$ cat config.mk
export PLATFORM = sky130hd
export DESIGN_NAME = seq_divider_16bit
export DESIGN_NICKNAME = d
export VERILOG_FILES = /design/src/rtl/seq_divider_16bit.sv
export SDC_FILE = /design/constraint.sdc
export NUM_CORES = 1
export LEC_CHECK = 0
export ABC_CLOCK_PERIOD_IN_PS = 5850
export BUFFER_PORTS_ARGS = -buffer_cell sky130_fd_sc_hd__buf_2
export CELL_PAD_IN_SITES_DETAIL_PLACEMENT = 1
export CELL_PAD_IN_SITES_GLOBAL_PLACEMENT = 2
export CORE_MARGIN = 3
export CORE_UTILIZATION = 25
export DETAILED_ROUTE_END_ITERATION = 8
export PLACE_DENSITY = 0.71
export SYNTH_ARGS = -nofsm -noshare
export SYNTH_HDL_FRONTEND = slang
export SYNTH_SLANG_ARGS = --single-unit
$ cat constraint.sdc
create_clock -name clk -period 5.85 [get_ports clk]
set_input_delay 0.585 -clock clk [delete_from_list [all_inputs] [get_ports clk]]
set_output_delay 0.585 -clock clk [all_outputs]
set_load 0.05 [all_outputs]
$ cat src/rtl/seq_divider_16bit.sv
// Sequential restoring shift-subtract divider: FULL_WIDTH dividend over DATA_WIDTH divisor,
// one quotient bit per clock, start/done handshake matching the MAC companion block.
module seq_divider_16bit #(
  parameter int DATA_WIDTH = 16,
  localparam int FULL_WIDTH = 2 * DATA_WIDTH
) (
  input  logic                  clk,
  input  logic                  rst,
  input  logic                  start,
  input  logic [FULL_WIDTH-1:0] dividend,
  input  logic [DATA_WIDTH-1:0] divisor,
  output logic                  busy,
  output logic                  done,
  output logic                  div_zero,
  output logic [FULL_WIDTH-1:0] quotient,
  output logic [DATA_WIDTH-1:0] remainder
);

  localparam int CNT_W = $clog2(FULL_WIDTH);
  localparam logic [CNT_W-1:0] CNT_ZERO = {CNT_W{1'b0}};
  localparam logic [CNT_W-1:0] CNT_ONE  = {{(CNT_W-1){1'b0}}, 1'b1};
  localparam logic [CNT_W-1:0] CNT_LAST = CNT_W'(FULL_WIDTH - 1);

  typedef enum logic [1:0] {
    ST_IDLE = 2'd0,
    ST_RUN  = 2'd1,
    ST_DONE = 2'd2
  } state_t;

  // One restoring step. The stored partial remainder is kept DATA_WIDTH wide because it
  // is always below the divisor; the extra top bit only exists in the shifted trial value.
  // Returns {new partial remainder, quotient bit}.
  function automatic logic [DATA_WIDTH:0] div_step(
    input logic [DATA_WIDTH-1:0] pr,
    input logic                  next_bit,
    input logic [DATA_WIDTH-1:0] dvs
  );
    logic [DATA_WIDTH:0]   trial;
    logic [DATA_WIDTH-1:0] diff;
    trial = {pr, next_bit};
    diff  = trial[DATA_WIDTH-1:0] - dvs;
    if (trial >= {1'b0, dvs}) begin
      div_step = {diff, 1'b1};
    end else begin
      div_step = {trial[DATA_WIDTH-1:0], 1'b0};
    end
  endfunction

  state_t                state_r, state_s;
  logic [FULL_WIDTH-1:0] dvd_r, dvd_s;
  logic [DATA_WIDTH-1:0] dvs_r, dvs_s;
  logic [DATA_WIDTH-1:0] pr_r, pr_s;
  logic [CNT_W-1:0]      cnt_r, cnt_s;
  logic                  busy_r, busy_s;
  logic                  done_r, done_s;
  logic                  dz_r, dz_s;
  logic [FULL_WIDTH-1:0] quo_r, quo_s;
  logic [DATA_WIDTH-1:0] rem_r, rem_s;
  logic [DATA_WIDTH:0]   step_s;

  // Next-state and next-output logic for the IDLE/RUN/DONE controller and datapath.
  always_comb begin
    state_s = state_r;
    dvd_s   = dvd_r;
    dvs_s   = dvs_r;
    pr_s    = pr_r;
    cnt_s   = cnt_r;
    busy_s  = busy_r;
    done_s  = done_r;
    dz_s    = dz_r;
    quo_s   = quo_r;
    rem_s   = rem_r;
    step_s  = div_step(pr_r, dvd_r[FULL_WIDTH-1], dvs_r);

    case (state_r)
      ST_IDLE, ST_DONE: begin
        if (start) begin
          dvd_s  = dividend;
          dvs_s  = divisor;
          pr_s   = {DATA_WIDTH{1'b0}};
          cnt_s  = CNT_ZERO;
          done_s = 1'b0;
          dz_s   = 1'b0;
          // A zero divisor skips RUN entirely and reports on the accepting edge.
          if (divisor == {DATA_WIDTH{1'b0}}) begin
            state_s = ST_DONE;
            busy_s  = 1'b0;
            done_s  = 1'b1;
            dz_s    = 1'b1;
            quo_s   = {FULL_WIDTH{1'b1}};
            rem_s   = dividend[DATA_WIDTH-1:0];
          end else begin
            state_s = ST_RUN;
            busy_s  = 1'b1;
          end
        end else begin
          state_s = state_r;
        end
      end
      ST_RUN: begin
        pr_s  = step_s[DATA_WIDTH:1];
        dvd_s = {dvd_r[FULL_WIDTH-2:0], step_s[0]};
        if (cnt_r == CNT_LAST) begin
          state_s = ST_DONE;
          busy_s  = 1'b0;
          done_s  = 1'b1;
          quo_s   = {dvd_r[FULL_WIDTH-2:0], step_s[0]};
          rem_s   = step_s[DATA_WIDTH:1];
        end else begin
          cnt_s = cnt_r + CNT_ONE;
        end
      end
      default: begin
        state_s = ST_IDLE;
        busy_s  = 1'b0;
        done_s  = 1'b0;
        dz_s    = 1'b0;
      end
    endcase
  end

  // State and datapath registers with synchronous reset.
  always_ff @(posedge clk) begin
    if (rst) begin
      state_r <= ST_IDLE;
      dvd_r   <= {FULL_WIDTH{1'b0}};
      dvs_r   <= {DATA_WIDTH{1'b0}};
      pr_r    <= {DATA_WIDTH{1'b0}};
      cnt_r   <= CNT_ZERO;
      busy_r  <= 1'b0;
      done_r  <= 1'b0;
      dz_r    <= 1'b0;
      quo_r   <= {FULL_WIDTH{1'b0}};
      rem_r   <= {DATA_WIDTH{1'b0}};
    end else begin
      state_r <= state_s;
      dvd_r   <= dvd_s;
      dvs_r   <= dvs_s;
      pr_r    <= pr_s;
      cnt_r   <= cnt_s;
      busy_r  <= busy_s;
      done_r  <= done_s;
      dz_r    <= dz_s;
      quo_r   <= quo_s;
      rem_r   <= rem_s;
    end
  end

  assign busy      = busy_r;
  assign done      = done_r;
  assign div_zero  = dz_r;
  assign quotient  = quo_r;
  assign remainder = rem_r;

endmodule

After elaboration in Yosys (flattened, before gate mapping)
Cells that the tools add are included.
{ "classes": {"addsub": 2, "order_cmp": 1, "eq_ne": 7, "mux": 29, "n_bitwise": 1, "n_reduce_logical": 10} }
{ "ops": {"columns": ["operator", "count"], "rows": [
  ["32-bit 2-to-1 mux", 4],
  ["32-bit one-hot mux with 2 select lines", 2],
  ["16-bit 2-to-1 mux", 4],
  ["16-bit one-hot mux with 2 select lines", 2],
  ["17-bit by 16-bit >= comparator with 1-bit output", 1],
  ["17-bit 2-to-1 mux", 1],
  ["16-bit logical NOT", 1],
  ["16-bit subtractor", 1],
  ["5-bit 2-to-1 mux", 2],
  ["5-bit one-hot mux with 2 select lines", 1],
  ["2-bit != test, second input constant", 4],
  ["2-bit AND reduction", 4],
  ["1-bit 2-to-1 mux", 6],
  ["2-bit 2-to-1 mux", 3],
  ["1-bit one-hot mux with 2 select lines", 3],
  ["5-bit by 1-bit adder with 5-bit output, second input constant", 1],
  ["5-bit == test, second input constant", 1],
  ["2-bit one-hot mux with 2 select lines", 1],
  ["4-bit AND reduction", 1],
  ["3-bit AND reduction", 1],
  ["2-bit by 1-bit == test with 1-bit output, second input constant", 1],
  ["2-bit == test, second input constant", 1],
  ["2-bit logical NOT", 1],
  ["2-bit nonzero test", 1],
  ["other kinds (2)", 2]
]} }
{ "totals": {"register_bits": 122, "input_bits": 51, "output_inout_bits": 51, "elab_cells": 60} }

Depth between registers and ports, before layout
Gate-level depths: netlist (run 1).
{ "logic_depth": {"depth_word": 4, "ltp_mapped": 13, "mapped_depth_nobuf": 11} }

Least setup slack after synthesis (run 1)
No wires, ideal clock.
{ "synth_path": {"kind": "register to register", "startpoint": "register dvs_r[8]", "endpoint": "register pr_r[10]", "setup_time_ps": 133, "t_arrival_ps": 2376, "required_ps": 5717, "setup_slack_ps": 3341, "stages_incl_launch_ff": 13, "n_path_buf": 3, "synth_period_minus_slack_ps": 2509, "cell_sequence": "dfxtp_1 -> inv_1 -> ha_1 -> a211oi_1 -> nor2_1 -> o41a_1 -> a211oi_2 -> or2_1 -> buf_6 -> buf_12 -> buf_4 -> mux2i_1 -> a21oi_1"} }
{ "synth_between": {"elab_chain_cells": 3} }
{ "synth_lines": {"columns": ["element", "line_no", "source"], "rows": [
  ["start: declaration", "51", "logic [DATA_WIDTH-1:0] dvs_r, dvs_s;"],
  ["start signal: assignment", "127", "dvs_r <= {DATA_WIDTH{1'b0}};"],
  ["start signal: assignment", "138", "dvs_r <= dvs_s;"],
  ["16-bit subtractor / 17-bit by 16-bit >= comparator with 1-bit output (equally long branches)", "41, 42", null],
  ["17-bit 2-to-1 mux (*)", "42", "if (trial >= {1'b0, dvs}) begin"],
  ["16-bit one-hot mux with 2 select lines (*)", "75", "case (state_r)"],
  ["end signal: assignment", "128", "pr_r <= {DATA_WIDTH{1'b0}};"],
  ["end signal: assignment", "139", "pr_r <= pr_s;"],
  ["end: declaration", "52", "logic [DATA_WIDTH-1:0] pr_r, pr_s;"]
]} }
Mark *: on every way between the ends. The rest lies on a longest branch, timed or not.
A chain may end at the register's enable or synchronous reset.

Worst setup path after layout (run 1)
{ "layout_path": {"startpoint": "register dvs_r[14]", "endpoint": "register rem_r[7], in the netlist remainder[7]"} }
{ "layout_between": {"elab_chain_cells": 4} }
{ "layout_lines": {"columns": ["element", "line_no", "source"], "rows": [
  ["17-bit by 16-bit >= comparator with 1-bit output", "42", null],
  ["17-bit 2-to-1 mux", "42", null],
  ["16-bit 2-to-1 mux", "103", "if (cnt_r == CNT_LAST) begin"],
  ["16-bit one-hot mux with 2 select lines", "75", null],
  ["end signal: assignment", "134", "rem_r <= {DATA_WIDTH{1'b0}};"],
  ["end signal: assignment", "145", "rem_r <= rem_s;"],
  ["end: declaration", "58", "logic [DATA_WIDTH-1:0] rem_r, rem_s;"]
]} }
No other way between the ends. The select of a mux whose other input is x is not followed.

==> reports/metrics.yaml, run 1 <==
status: "finished, final reports clean"
p_comb_share_pct: 21.1
syn-cell-area_um2: 5650
finalHoldViolations: 0
cp-start-kind: "register"
critPathKind: "reg -> reg"
core_area_um2: 22000
drv_cap: 0
finalCritPeriodShare_pct: 58.4
yosysWarningCount: 0
cts_hold_buf: 0
hp-class: "in -> reg"
num_vias: 5177
post_cts_buffers: 0
gr-usage-all-layers_pct: 14.4
n_fill_cell: 2655
critical_path.max_stage_delay_ps: 780
path_clk_slew_ps: 60
cts.sinks: 120
viasPerCell: 4.85
worstPathMaxFanout: 21
cts.root.buffer_cell: "clkbuf_16"
final_common_cell: "nand2_1"
place_area_um2: 6350
grt_pass1_wl_um: 27800
grt_max_degree: 79
syn_avg_cell_area_um2: 8.10
rsz0062_at_grt: "false"
row_count: 54
routedWlPerCell_um: 16.4
cts_resized: 0
setup_viol: 0
synthCells: 697
slowest_stage: "or2_1"
worst_slew_pin_slew_ps: 1060
relSlewSlack_pct: 29.0
synth.yosys.seq_area_share_pct: 42.6
wl_um: 17500
fin_skew_ps: 13.5
fp.dieW_um: 156
numCtsBuffers: 17
grt_pass1_vias: 5043
layout-drive-gt1-share_pct: 18.7
p_int_w: 0.00168
area_delta_synth_final_pct: 22.7
seqPwrFrac_pct: 36.4
n_antenna_cell: 0
cp.required_ps: 6150
critPathBufInv: 1
fin_tns_setup_ps: 0
drt_iter0_drc: 192
path_delay_family: "compound AO/OA/AOI/OAI gates"
htreeDepth: 4
layout_common_cells: "122 x nand2_1, 120 x dfxtp_1, 101 x nor2_1, 101 x buf_2, 40 x a21oi_1"
ys.flop_type: "dfxtp_1"
synth_enable_flop_cells: 0
ys_ff_latch: 120
design_area_um2: 6930
insertion_delay_ps: 420
io_pins: 102
vdd_drop_max_v: 0.000157
switching_power_w: 0.000758
die_y_um: 156
antenna_found_initial: 0
async_reset_ff_share_pct: 0
fin_crit_ps: 3420
synth_fp_nets: 767
cp_cell_sequence: "inv_1 -> ha_1 -> a21o_1 -> a211oi_1 -> nor2b_1 -> or2_1 -> mux2i_1 -> a2111oi_2"
gp_congestion: 0.823
route.detailed.drc: 0
cts_buffer_depth: 2
dieArea_um2: 24400
nets: 845
port_buffers: 101
final_max_slew_viol_count: 0
max_freq_mhz: 293
tritoncts: "done"
leakage_nw: 2.80
ys_types: 50
dp.final_hpwl_um: 12700
dr.pass1.iters: 5
start_util_pct: 25.6
swShare_pct: 31.1
drtAntennaViolNets: 0
pwr-share-clk_pct: 42.5
overflow: 0
power_density_nw_per_um2: 352
arrival_ps: 3720
cp-end-kind: "register"
## state kept, by name, indices dropped and copies added (netlist names)
signal and cells:
dvd_r 32, quotient 32, dvs_r 16, div_zero 1
remainder 16, pr_r 16, cnt_r 5, state_r 2
## routing by layer
metal | GRT usage [%] | share of wire [%] | vias up
li1 | - | - | 2638
met1 | 20.8 | 52 | 2439
met2 | 21.6 | 43 | 93
met3 | 3.93 | 4.6 | 7
met4 | 3.00 | 0.43 | 0
met5 | 0 | 0 | -
## final cells by class
type                    instances  area, um2  area share, %
well taps                     280        350           5.06
inverters                      19       71.3           1.03
flip-flops and latches        120       2400           34.7
repair buffers                107        551           7.95
multi-input cells             510       2980           43.0
clock buffers                  17        425           6.14
clock inverters                14        150           2.17
## path summary, 6_finish.rpt
kind,startpoint,endpoint,slack (ps),depth (start not counted)
hold reg to reg,dvs_r[2],dvs_r[2],460,2
hold / removal,divisor[11],dvs_r[11],410,3
setup / recovery,dvs_r[14],remainder[7],2430,8
setup reg to reg,dvs_r[14],remainder[7],2430,8
## tightest hold or removal path: stages
cell and delay [ps]:
buf_2 100, nand2_1 50, a21oi_1 50
## kinds of logic after synthesis
logic type | after synthesis | synth area share (%)
AO/OA/AOI/OAI | 190 | 23.2
XOR/XNOR | 12 | 1.86
adder cells (fa/ha/maj) | 19 | 4.34
buffers and inverters | 67 | 4.96
flip-flops | 120 | 42.6
multiplexers | 11 | 1.95
AND/OR/NAND/NOR | 278 | 21.1
## Yosys cell counts, drive strengths merged (4+ instances only)
| master | count | area share (%) |
|---|---|---|
| a211oi | 39 | 5.3 |
| a21o | 4 | 0.53 |
| a21oi | 40 | 3.5 |
| a311oi | 32 | 5.0 |
| a31oi | 5 | 0.55 |
| and3 | 4 | 0.44 |
| buf | 9 | 1.1 |
| clkbuf | 39 | 2.6 |
| dfxtp | 120 | 43 |
| ha | 18 | 4.0 |
| inv | 19 | 1.3 |
| mux2i | 11 | 2.0 |
| nand2 | 123 | 8.2 |
| nand2b | 4 | 0.44 |
| nand3 | 14 | 1.3 |
| nand4 | 5 | 0.55 |
| nor2 | 101 | 6.7 |
| nor2b | 6 | 0.66 |
| nor4 | 5 | 0.82 |
| o211ai | 5 | 0.66 |
| o21a | 8 | 1.1 |
| o21ai | 36 | 3.2 |
| o221ai | 8 | 1.2 |
| o31ai | 4 | 0.53 |
| or3 | 4 | 0.44 |
| xnor2 | 8 | 1.2 |
| xor2 | 4 | 0.62 |
## power groups by stage
stage	registers, W	clock network, W	logic (W)
6_report	0.000886	0.00104	0.000514
2_1_floorplan	0.000895	0	0.000408
5_1_grt	0.000892	0.00110	0.000577
3_3_place_gp	0.000903	0	0.000519
4_1_cts	0.000886	0.00106	0.000522
3_5_place_dp	0.000903	0	0.000520
## metrics by stage
stage          hold slack (ps)  cells  total power (W)  util, %  setup WS, ps
6_report                   406   1067          0.00244     31.5          2430
2_1_floorplan              436    697          0.00130        -          3340
5_1_grt                    393   1067          0.00257     31.5          2080
4_1_cts                    395   1067          0.00247     31.5          2330
3_3_place_gp               443   1036          0.00142     28.8          2150
3_5_place_dp               451   1036          0.00142     28.8          2060
Power figures use the tool's default switching activity.
==> inputs of run 2 (changes only) <==
ABC_CLOCK_PERIOD_IN_PS = 3430   (was 5850)
clock period = 3.43 ns   (was 5.85 ns; I/O delays follow)
==> reports/metrics.yaml, run 2 (synthesis results as in run 1) <==
antenna_found_initial: 0
whs_ps: 176
cts.sinks: 120
path_clk_slew_ps: 60
fin_crit_ps: 3070
power_density_nw_per_um2: 587
routedWlPerCell_um: 16.5
numCtsBuffers: 17
finalCritPeriodShare_pct: 89.5
gp_congestion: 0.809
relSlewSlack_pct: 47.9
setup_viol: 0
viasPerCell: 4.89
dp.final_hpwl_um: 13500
hp-class: "in -> reg"
drtAntennaViolNets: 0
multi_input_area_um2: 2980
fin_tns_setup_ps: 0
post_cts_buffers: 0
insertion_delay_ps: 420
grt_pass1_wl_um: 28900
row_count: 54
vdd_drop_max_v: 0.000204
drv_cap: 0
final_common_cell: "nand2_1"
worstPathMaxFanout: 12
core_area_um2: 22000
num_vias: 5261
htreeDepth: 4
wl_um: 17800
cp-start-kind: "register"
seqCellArea_um2: 2400
dieArea_um2: 24400
area_delta_synth_final_pct: 23.6
final_util_pct: 31.7
cp.required_ps: 3730
grt_pass1_vias: 5258
arrival_ps: 3360
gr-usage-all-layers_pct: 14.9
io_pins: 102
tritoncts: "done"
cts_buffer_depth: 2
fp.dieW_um: 156
start_util_pct: 25.6
final_max_slew_viol_count: 0
leakage_nw: 2.83
finalHoldViolations: 0
status: "finished, final reports clean"
fin_skew_ps: 6.81
layout-drive-gt1-share_pct: 19.5
cts_resized: 0
setup_ws_ps: 362
rsz0062_at_grt: "false"
cp-end-kind: "register"
grt_max_degree: 51
critPathKind: "reg -> reg"
ff2ff_path_depth: 10
n_fill_cell: 2667
cts_hold_buf: 0
nets: 853
layout_common_cells: "122 x nand2_1, 120 x dfxtp_1, 101 x nor2_1, 101 x buf_2, 40 x a21oi_1"
dr.pass1.iters: 4
route.detailed.drc: 0
drt_iter0_drc: 288
port_buffers: 101
n_antenna_cell: 0
die_y_um: 156
overflow: 0
cts.root.buffer_cell: "clkbuf_16"
max_freq_mhz: 326
worst_slew_pin_slew_ps: 782
place_ws_ps: 361
whs_path_depth: 3
-- run 2: path summary, 6_finish.rpt --
check / endpoint / slack [ps] / from
max: remainder[10] / 360 / dvs_r[8]
min: dvs_r[12] / 180 / divisor[12]
max reg2reg: remainder[10] / 360 / dvs_r[8]
min reg2reg: dvs_r[7] / 450 / dvs_r[7]
-- run 2: metrics by stage --
stage	cell area (um2)	power [W]	cells
3_5_place_dp	6420	0.00244	1044
4_1_cts	6980	0.00415	1076
5_1_grt	6980	0.00434	1076
3_3_place_gp	6420	0.00244	1044
6_report	6980	0.00410	1076
2_1_floorplan	5650	0.00222	697
-- run 2: metal layers --
layer / vias up / track usage [%] / share of wire (%)
met5: - / 0 / 0
met4: 0 / 4.13 / 0.58
met3: 10 / 3.15 / 4.0
met2: 101 / 22.4 / 43
met1: 2485 / 21.5 / 53
li1: 2665 / - / -
-- run 2: final cells by class --
cell class              instances  share of cell area (%)
clock buffers                  18                    6.15
clock inverters                14                    1.78
repair buffers                115                    8.93
inverters                      19                    1.02
well taps                     280                    5.02
flip-flops and latches        120                    34.4
multi-input cells             510                    42.7
-- run 2: where the power goes --
part	switching, W	internal, W	leakage (nW)
Sequential	0.0000490	0.00146	0.978
Combinational	0.000552	0.000340	1.59
Clock	0.000692	0.000999	0.263
Total	0.00129	0.00280	2.83
-- run 2: worst max-delay path, cell delays in order, from the launching register on --
cell,delay (ps)
dfxtp_1,320
inv_1,40
ha_1,390
a211oi_1,260
nor2_1,120
o41a_1,390
a211oi_2,240
or2_1,510
buf_4,290
mux2i_1,270
o21ai_0,110
==> inputs of run 3 (changes only) <==
GPL_TIMING_DRIVEN = 0   (was not set)
==> reports/metrics.yaml, run 3 (synthesis results as in run 1) <==
status: "finished, final reports clean"
routedWlPerCell_um: 17.7
tritoncts: "done"
leakage_nw: 2.84
finalCritPeriodShare_pct: 88.4
arrival_ps: 3320
r2r-start: "dvs_r[14]"
die_y_um: 156
n_fill_cell: 2699
viasPerCell: 4.92
layout_common_cells: "123 x nand2_1, 120 x dfxtp_1, 102 x buf_2, 101 x nor2_1"
place_area_um2: 6500
swShare_pct: 32.4
gr-usage-all-layers_pct: 16.3
worstPathMaxFanout: 10
whs_path_depth: 3
fin_crit_ps: 3030
numCtsBuffers: 17
whs_ps: 162
min_from: "divisor[13]"
vdd_drop_max_v: 0.000276
drv_cap: 0
fp.dieW_um: 156
drtAntennaViolNets: 0
grt_max_degree: 17
relSlewSlack_pct: 42.8
p_int_w: 0.00286
area_delta_synth_final_pct: 25.2
r2r_setup_slack_ps: 400
cp-end-kind: "register"
r2r_end: "pr_r[11]"
max_freq_mhz: 330
route.detailed.drc: 0
overflow: 0
cts.sinks: 120
ff2ff_path_depth: 12
start_util_pct: 25.6
p_comb_share_pct: 22.9
seqPwrFrac_pct: 35.8
dieArea_um2: 24400
worst_slew_pin_slew_ps: 856
cts_hold_buf: 0
final_max_slew_viol_count: 0
htreeDepth: 4
io_pins: 102
num_vias: 5456
dr.pass1.iters: 4
place_ws_ps: 286
fin_skew_ps: 12.1
cts_resized: 0
layout-drive-gt1-share_pct: 17.0
rsz0062_at_grt: "false"
grt_pass1_vias: 5541
cp-start-kind: "register"
setup_viol: 0
antenna_found_initial: 0
finalHoldViolations: 0
switching_power_w: 0.00137
cp.required_ps: 3720
nets: 887
grt_pass1_wl_um: 31000
port_buffers: 101
row_count: 54
gp_congestion: 0.814
wl_um: 19600
path_clk_slew_ps: 60
insertion_delay_ps: 440
drt_iter0_drc: 233
cts_buffer_depth: 2
design_area_um2: 7070
power_density_nw_per_um2: 598
hp-class: "in -> reg"
dp.final_hpwl_um: 15600
setup_ws_ps: 396
n_antenna_cell: 0
fin_tns_setup_ps: 0
post_cts_buffers: 0
critPathKind: "reg -> reg"
final_common_cell: "nand2_1"
core_area_um2: 22000
pwr-share-clk_pct: 41.3
cts.root.buffer_cell: "clkbuf_16"
hold-path-endpoint: "dvs_r[13]"
run 3: cell types whose count changed in the layout (fill, tap and decap cells not counted), moves of 2 or more:
cell | previous run | this run
buf_1 | 0 | 5
clkinv_2 | 4 | 1
clkinvlp_4 | 4 | 2
nand2b_1 | 2 | 4
clkbuf_1 | 1 | 40
clkinv_4 | 1 | 4
buf_4 | 13 | 1
nand2b_2 | 2 | 0
run 3: critical path, stage by stage (launching register included):
cell      delay, ps
dfxtp_1         320
inv_1            70
ha_1            350
a21o_1          220
a211oi_1        590
nand2b_1        160
a211oi_2        190
or2_1           150
buf_6           120
buf_12          120
buf_4           200
mux2i_1         300
a21oi_1         100
run 3: per-stage QoR:
stage | util [%] | std cells | power (W)
after floorplan | - | 697 | 0.00222
after CTS | 32.1 | 1110 | 0.00427
final | 32.1 | 1110 | 0.00423
after detailed placement | 29.5 | 1078 | 0.00251
after global placement | 29.5 | 1078 | 0.00251
after global routing | 32.1 | 1110 | 0.00444
run 3: power groups by stage:
stage               Clock [W]  Combinational, W  Sequential [W]
global placement            0          0.000969         0.00154
global route          0.00185           0.00108         0.00152
detailed placement          0          0.000968         0.00154
finish                0.00175          0.000968         0.00151
CTS                   0.00178          0.000975         0.00151
floorplan                   0          0.000695         0.00153
run 3: layout make-up:
| class | count | area, um2 | share of cell area [%] |
|---|---|---|---|
| multi-input cells | 510 | 2960 | 41.9 |
| flip-flops and latches | 120 | 2400 | 34.0 |
| repair buffers | 101 | 505 | 7.15 |
| clock buffers | 18 | 429 | 6.07 |
| well taps | 280 | 350 | 4.95 |
| plain buffers | 48 | 209 | 2.96 |
| clock inverters | 14 | 140 | 1.98 |
| inverters | 19 | 71.3 | 1.01 |
run 3: worst max-delay path by stage:
stage | from | to | slack, ps | depth (start not counted)
after floorplan | dvs_r[8] | pr_r[10] | 920 | 12
after CTS | dvs_r[14] | remainder[11] | 330 | 12
after detailed placement | divisor[10] | quotient[14] | 290 | 8
final | dvs_r[14] | pr_r[11] | 400 | 12
after global routing | dvs_r[14] | remainder[11] | 80 | 12
after global placement | divisor[10] | quotient[20] | 310 | 8
run 3: per-layer routing:
layer	GRT usage, %	vias to the layer above	part of all wire, %
met5	0	-	0
met1	22.0	2599	48
met3	3.40	18	4.6
li1	-	2729	-
met2	26.7	110	46
met4	4.21	0	1.3
